**config.mk**
```make
export PLATFORM = sky130hd
export DESIGN_NAME = pipelined_sad_add_tree_flat
export DESIGN_NICKNAME = d
export VERILOG_FILES = /design/src/rtl/pipelined_sad_add_tree_if.sv /design/src/rtl/pipelined_sad_add_tree.sv /design/src/flat_wrapper.sv
export SDC_FILE = /design/constraint.sdc
export NUM_CORES = 2
export LEC_CHECK = 0
export ABC_AREA = 1
export CELL_PAD_IN_SITES_DETAIL_PLACEMENT = 1
export CELL_PAD_IN_SITES_GLOBAL_PLACEMENT = 2
export CORE_UTILIZATION = 34
export DETAILED_ROUTE_END_ITERATION = 7
export DONT_BUFFER_PORTS = 1
export PLACE_DENSITY = 0.81
export SLEW_MARGIN = 20
export SYNTH_ARGS = -nofsm -noshare
export SYNTH_HDL_FRONTEND = slang
export SYNTH_SLANG_ARGS = --single-unit
```
**constraint.sdc**
```tcl
create_clock -name clk -period 16.9 [get_ports clk]
set_clock_uncertainty 0.1 [all_clocks]
set_input_delay 1.69 -clock clk [delete_from_list [all_inputs] [get_ports clk]]
set_output_delay 1.69 -clock clk [all_outputs]
set_load 0.02 [all_outputs]
```
**src/rtl/pipelined_sad_add_tree_if.sv**
```systemverilog
// Handshake and data bundle for pipelined_sad_add_tree: beat input side,
// segment result output side. The master drives beats, the slave is the tree.
interface pipelined_sad_add_tree_if #(
    parameter int NUM_INPUTS        = 16,
    parameter int ELEMENT_BIT_DEPTH = 14,
    parameter int OUT_WIDTH         = 14,
    parameter int CNT_WIDTH         = 8
);
    logic [ELEMENT_BIT_DEPTH*NUM_INPUTS-1:0] addend_array;
    logic                                    in_valid;
    logic                                    in_first;
    logic                                    in_last;
    logic                                    in_ready;
    logic [OUT_WIDTH-1:0]                    add;
    logic [CNT_WIDTH-1:0]                    add_count;
    logic                                    add_ovf;
    logic                                    out_valid;
    logic                                    out_ready;

    modport master (
        output addend_array, in_valid, in_first, in_last, out_ready,
        input  in_ready, add, add_count, add_ovf, out_valid
    );

    modport slave (
        input  addend_array, in_valid, in_first, in_last, out_ready,
        output in_ready, add, add_count, add_ovf, out_valid
    );
endinterface

```
**src/rtl/pipelined_sad_add_tree.sv**
```systemverilog
// Pipelined NUM_INPUTS-way adder tree with first/last segment accumulator.
// Define SAD_ADD_SATURATE_EN to make every adder clamp instead of wrap.
module pipelined_sad_add_tree #(
    parameter int NUM_INPUTS        = 16,
    parameter int ELEMENT_BIT_DEPTH = 14,
    parameter int OUT_WIDTH         = 14,
    parameter int CNT_WIDTH         = 8
) (
    input  logic                         clk,
    input  logic                         rst,
    pipelined_sad_add_tree_if.slave      bus
);
    localparam int LEVELS = $clog2(NUM_INPUTS);
    localparam int NODES  = 2 * NUM_INPUTS - 1;
    localparam int ROOT   = NODES - 1;

    // Handshake: a beat moves on in_valid & in_ready, a result on out_valid &
    // out_ready. Only an untaken result stalls, and a stall freezes every
    // register, so in_ready = ~(out_valid & ~out_ready) with no skid buffer.

    // Tree nodes are stored level by level: level 0 (the registered inputs)
    // at [0 .. NUM_INPUTS-1], level s starting at level_base(s).
    logic [OUT_WIDTH-1:0] node_q [NODES];
    logic [OUT_WIDTH-1:0] node_d [NODES];
    logic [NODES-1:0]     novf_q;
    logic [NODES-1:0]     novf_d;
    logic [LEVELS:0]      vld_q;
    logic [LEVELS:0]      first_q;
    logic [LEVELS:0]      last_q;

    logic [OUT_WIDTH-1:0] acc_q, acc_d, add_q;
    logic [CNT_WIDTH-1:0] cnt_q, cnt_d, add_count_q;
    logic                 acc_ovf_q, acc_ovf_d, add_ovf_q, out_valid_q;
    logic                 stall, accept;
    logic [OUT_WIDTH:0]   node_r, acc_r;

    function automatic int level_base(input int s);
        return 2 * NUM_INPUTS - ((2 * NUM_INPUTS) >> s);
    endfunction

    // Returns {overflow, sum}; overflow is the carry out, or the clamp event.
    function automatic logic [OUT_WIDTH:0] add_op(input logic [OUT_WIDTH-1:0] a,
                                                  input logic [OUT_WIDTH-1:0] b);
        logic [OUT_WIDTH:0] full;
        full = {1'b0, a} + {1'b0, b};
`ifdef SAD_ADD_SATURATE_EN
        if (full[OUT_WIDTH]) full[OUT_WIDTH-1:0] = '1;
`endif
        return full;
    endfunction

    assign stall  = out_valid_q & ~bus.out_ready;
    assign accept = bus.in_valid & ~stall;

    always_comb begin
        node_d = node_q;
        novf_d = novf_q;
        node_r = '0;
        for (int i = 0; i < NUM_INPUTS; i++) begin
            node_d[i] = OUT_WIDTH'(bus.addend_array[i*ELEMENT_BIT_DEPTH +: ELEMENT_BIT_DEPTH]);
            novf_d[i] = 1'b0;
        end
        for (int s = 1; s <= LEVELS; s++) begin
            for (int i = 0; i < (NUM_INPUTS >> s); i++) begin
                node_r = add_op(node_q[level_base(s-1) + 2*i], node_q[level_base(s-1) + 2*i + 1]);
                node_d[level_base(s) + i] = node_r[OUT_WIDTH-1:0];
                novf_d[level_base(s) + i] = node_r[OUT_WIDTH]
                                          | novf_q[level_base(s-1) + 2*i]
                                          | novf_q[level_base(s-1) + 2*i + 1];
            end
        end
    end

    // A beat without first continues from whatever acc holds, even after last.
    always_comb begin
        acc_r = add_op(acc_q, node_q[ROOT]);
        if (first_q[LEVELS]) begin
            acc_d     = node_q[ROOT];
            cnt_d     = CNT_WIDTH'(1);
            acc_ovf_d = novf_q[ROOT];
        end else begin
            acc_d     = acc_r[OUT_WIDTH-1:0];
            cnt_d     = cnt_q + CNT_WIDTH'(1);
            acc_ovf_d = acc_ovf_q | novf_q[ROOT] | acc_r[OUT_WIDTH];
        end
    end

    always_ff @(posedge clk or posedge rst) begin
        if (rst) begin
            for (int i = 0; i < NODES; i++) node_q[i] <= '0;
            novf_q      <= '0;
            vld_q       <= '0;
            first_q     <= '0;
            last_q      <= '0;
            acc_q       <= '0;
            cnt_q       <= '0;
            acc_ovf_q   <= 1'b0;
            add_q       <= '0;
            add_count_q <= '0;
            add_ovf_q   <= 1'b0;
            out_valid_q <= 1'b0;
        end else if (!stall) begin
            node_q  <= node_d;
            novf_q  <= novf_d;
            vld_q   <= {vld_q[LEVELS-1:0], accept};
            first_q <= {first_q[LEVELS-1:0], accept & bus.in_first};
            last_q  <= {last_q[LEVELS-1:0], accept & bus.in_last};
            // Not stalled means any presented result is being taken now.
            out_valid_q <= 1'b0;
            if (vld_q[LEVELS]) begin
                acc_q     <= acc_d;
                cnt_q     <= cnt_d;
                acc_ovf_q <= acc_ovf_d;
                if (last_q[LEVELS]) begin
                    add_q       <= acc_d;
                    add_count_q <= cnt_d;
                    add_ovf_q   <= acc_ovf_d;
                    out_valid_q <= 1'b1;
                end
            end
        end
    end

    assign bus.in_ready  = ~stall;
    assign bus.add       = add_q;
    assign bus.add_count = add_count_q;
    assign bus.add_ovf   = add_ovf_q;
    assign bus.out_valid = out_valid_q;
endmodule

```
**src/flat_wrapper.sv**
```systemverilog
// flat-port wrapper written by rule: the top's interface ports become plain ports
module pipelined_sad_add_tree_flat 
#(
    parameter int NUM_INPUTS        = 16,
    parameter int ELEMENT_BIT_DEPTH = 14,
    parameter int OUT_WIDTH         = 14,
    parameter int CNT_WIDTH         = 8
)
  (clk, rst, bus_addend_array, bus_in_valid, bus_in_first, bus_in_last, bus_out_ready, bus_in_ready, bus_add, bus_add_count, bus_add_ovf, bus_out_valid);
  pipelined_sad_add_tree_if #(.NUM_INPUTS(NUM_INPUTS), .ELEMENT_BIT_DEPTH(ELEMENT_BIT_DEPTH), .OUT_WIDTH(OUT_WIDTH), .CNT_WIDTH(CNT_WIDTH)) bus_i ();
  input  logic clk;
  input  logic rst;
  input wire logic [$bits(bus_i.addend_array)-1:0] bus_addend_array;
  input wire logic [$bits(bus_i.in_valid)-1:0] bus_in_valid;
  input wire logic [$bits(bus_i.in_first)-1:0] bus_in_first;
  input wire logic [$bits(bus_i.in_last)-1:0] bus_in_last;
  input wire logic [$bits(bus_i.out_ready)-1:0] bus_out_ready;
  output wire logic [$bits(bus_i.in_ready)-1:0] bus_in_ready;
  output wire logic [$bits(bus_i.add)-1:0] bus_add;
  output wire logic [$bits(bus_i.add_count)-1:0] bus_add_count;
  output wire logic [$bits(bus_i.add_ovf)-1:0] bus_add_ovf;
  output wire logic [$bits(bus_i.out_valid)-1:0] bus_out_valid;
  assign bus_i.addend_array = bus_addend_array;
  assign bus_i.in_valid = bus_in_valid;
  assign bus_i.in_first = bus_in_first;
  assign bus_i.in_last = bus_in_last;
  assign bus_i.out_ready = bus_out_ready;
  assign bus_in_ready = bus_i.in_ready;
  assign bus_add = bus_i.add;
  assign bus_add_count = bus_i.add_count;
  assign bus_add_ovf = bus_i.add_ovf;
  assign bus_out_valid = bus_i.out_valid;
  pipelined_sad_add_tree #(.NUM_INPUTS(NUM_INPUTS), .ELEMENT_BIT_DEPTH(ELEMENT_BIT_DEPTH), .OUT_WIDTH(OUT_WIDTH), .CNT_WIDTH(CNT_WIDTH)) u_core (.clk(clk), .rst(rst), .bus(bus_i));
endmodule
```
==> results.json <==
{
  "cp_num_cells": 5,
  "finish.utilization": 0.384,
  "cts_tree": "done",
  "grt_pass1_wl_um": 136000,
  "cts_buffers": 67,
  "grt_max_degree": 194,
  "yosysUniqueCellTypes": 39,
  "cts_buffer_depth": 3,
  "syn_area_mm2": 0.0299,
  "rows": 108,
  "num_vias": 25300,
  "antenna_cells": 0,
  "setup_ws_ps": 12800,
  "synth_common_cells": "1597 x nand2_1, 511 x dfrtp_1, 296 x nand3_1",
  "min_path_type": "register to register",
  "p_leak_nw": 16.9,
  "crit_buf_inv": 3,
  "dr.pass1.iters": 5,
  "final-max-slew-violation-count": 0,
  "max_cap_viol_count": 0,
  "start_util": 0.344,
  "ctsResizeCount": 0,
  "cts_sinks": 511,
  "critical_path.top_delay_family": "buffers and inverters",
  "hpwl_um": 59800,
  "yosysWarnings": 0,
  "finalHoldViolCount": 0,
  "holdBufCountCts": 0,
  "htree_levels": 3,
  "irDropWorstVdd_mv": 0.0901,
  "drive_gt1_frac": 0.0405,
  "powerDensity_mw_per_mm2": 224,
  "cp-start-kind": "primary input",
  "io_buffers": 0,
  "slowest_delay_ps": 870,
  "drc": 0,
  "max_slew_margin": 0.296,
  "finalPower_mw": 7.48,
  "rsz0062_at_grt": "false",
  "ys_top_cells_by_area": "dfrtp_1 43%, nand2_1 20%, ha_1 9.4%, nand3_1 5.0%, inv_1 3.5%",
  "critPathMaxFanout": 183,
  "rr_worst_depth": 6,
  "grt_pass1_vias": 26186,
  "avgSynthCellArea_um2": 7.56,
  "layout.nets": 4395,
  "core_mm2": 0.0869,
  "syn-num-nets": 4427,
  "dp_slack_ps": 12080,
  "drtAntennaViolNets": 0,
  "yosysTopAreaCell": "dfrtp_1",
  "post_cts_buffers": 0,
  "area_growth_pct": 11.5,
  "path_cells": "nor2_4 -> buf_12 -> buf_4 -> buf_4 -> o21ai_0",
  "required_ps": 17240,
  "yosysMostFrequentCell": "nand2_1",
  "clock_latency_ps": 620,
  "place_congestion": 0.832,
  "vias_per_cell": 4.93,
  "overflow": 0,
  "antenna_found_initial": 0,
  "pin_count": 255,
  "die_width_um": 299,
  "synth_top_area_frac": 0.428,
  "cp_slowest_cell": "buf_4",
  "end_kind": "register",
  "drt_iter0_drc": 1093,
  "tightest_slew_ps": 1060,
  "period_share": 0.243,
  "grt_usage": 0.184,
  "min_period_ps": 4100,
  "die-area_mm2": 0.0891,
  "fmax_mhz": 244,
  "wl_per_cell_um": 15.8,
  "clockRootBuffer": "clkbuf_16",
  "r2r_setup_slack_ps": 13160,
  "finalSetupViolations": 0,
  "synth_edf_count": 0,
  "synthCells": 3956,
  "ys_seq_area_frac": 0.428,
  "holdPathStages": 2,
  "critPathArrivalTime_ps": 4440,
  "synthFlopType": "dfrtp_1",
  "synth_seq_cells": 511,
  "status": "finished clean",
  "drt-total-wl_um": 80900,
  "path_clk_slew_ps": 50,
  "crit_path_frequent_cell": "buf_4",
  "die_h_um": 299,
  "setup_tns_ps": 0,
  "async_flop_share": 1.00,
  "path_class": "primary input to register"
}
[sequential cells by signal, indices dropped and copies added (netlist names)]
signal	cells
u_core.acc_ovf_q	1
u_core.acc_q	14
u_core.bus.add	14
u_core.bus.add_count	8
u_core.bus.add_ovf	1
u_core.bus.out_valid	1
u_core.cnt_q	8
u_core.first_q	5
u_core.last_q	5
u_core.node_q	434
u_core.novf_q	15
u_core.vld_q	5
[logic make-up after synthesis]
group / Yosys count / share of synthesized area
XOR/XNOR: 55 / 0.0161
buffers and inverters: 396 / 0.0536
AND/OR/NAND/NOR: 2277 / 0.310
AO/OA/AOI/OAI: 476 / 0.0876
flip-flops: 511 / 0.428
adder cells (fa/ha/maj): 241 / 0.105
[where the power goes]
part | internal (mW) | switching, mW | total (mW)
sequential | 1.73 | 0.405 | 2.13
clock | 0.970 | 0.572 | 1.54
combinational | 1.41 | 2.40 | 3.80
total | 4.10 | 3.38 | 7.48
[cell usage in the layout, fill, tap and decap left out, types with 7 or more instances in the layout]
cell       netlist  layout
or2_2           25      25
a21oi_1        185     185
dfrtp_1        511     511
clkinv_2         0       9
nor3_1          23      23
a21o_1          16      16
clkbuf_8         0      10
buf_4            6       8
o21bai_1        19      19
ha_1           225     225
clkbuf_1        29      12
nor4_1           7       7
o21ai_0        166     166
inv_1          279     278
nand4_1         56      56
nand2_1       1597    1597
xnor2_1         48      48
fa_1            16      16
xor2_1           7       7
a31oi_1         62      62
or2_0           10      10
clkbuf_16        0      68
nand3_1        296     296
nand3b_1        12      12
bufinv_16        0      12
a211oi_1         8       8
nor2_1         242     242
[layout make-up]
class                           instances  area (um2)
Fill cell                           10651       53500
Multi-Input combinational cell       3049       15500
Sequential cell                       511       12800
Clock buffer                           90        1880
Tap cell                             1155        1450
Inverter                              283        1080
Clock inverter                         32         504
Timing Repair Buffer                   12         140
[per-layer routing]
layer  vias to the layer above  global-route usage  wire (um)
li1                      12819                   -          -
met1                     12125               0.257      39900
met3                        94              0.0286       2280
met4                         0              0.0486       1700
met2                       262               0.295      37000
met5                         -                   0          0
[worst min-delay path: stages, from the launching register on]
cell	delay (ps)
dfrtp_1	340
nand2_1	50
nand2_1	40
[stage by stage]
step / instance area [um2] / std cells / hold WS [ps]
after floorplan: 29900 / 3956 / 342
after global placement: 31000 / 5010 / 356
after detailed placement: 31000 / 5010 / 358
after CTS: 33300 / 5132 / 359
after global routing: 33300 / 5132 / 370
final: 33300 / 5132 / 363
[worst paths after layout]
| path | startpoint | to |
|---|---|---|
| max | bus_out_ready | u_core.node_q[155] |
| min reg2reg | u_core.vld_q[1] | u_core.vld_q[2] |
| max in group asynchronous | rst | u_core.node_q[362] |
| min | u_core.vld_q[1] | u_core.vld_q[2] |
| max reg2reg | u_core.bus.out_valid | u_core.node_q[155] |
| min in group asynchronous | rst | u_core.node_q[212] |
No activity file was read; power rests on OpenSTA's default activity.
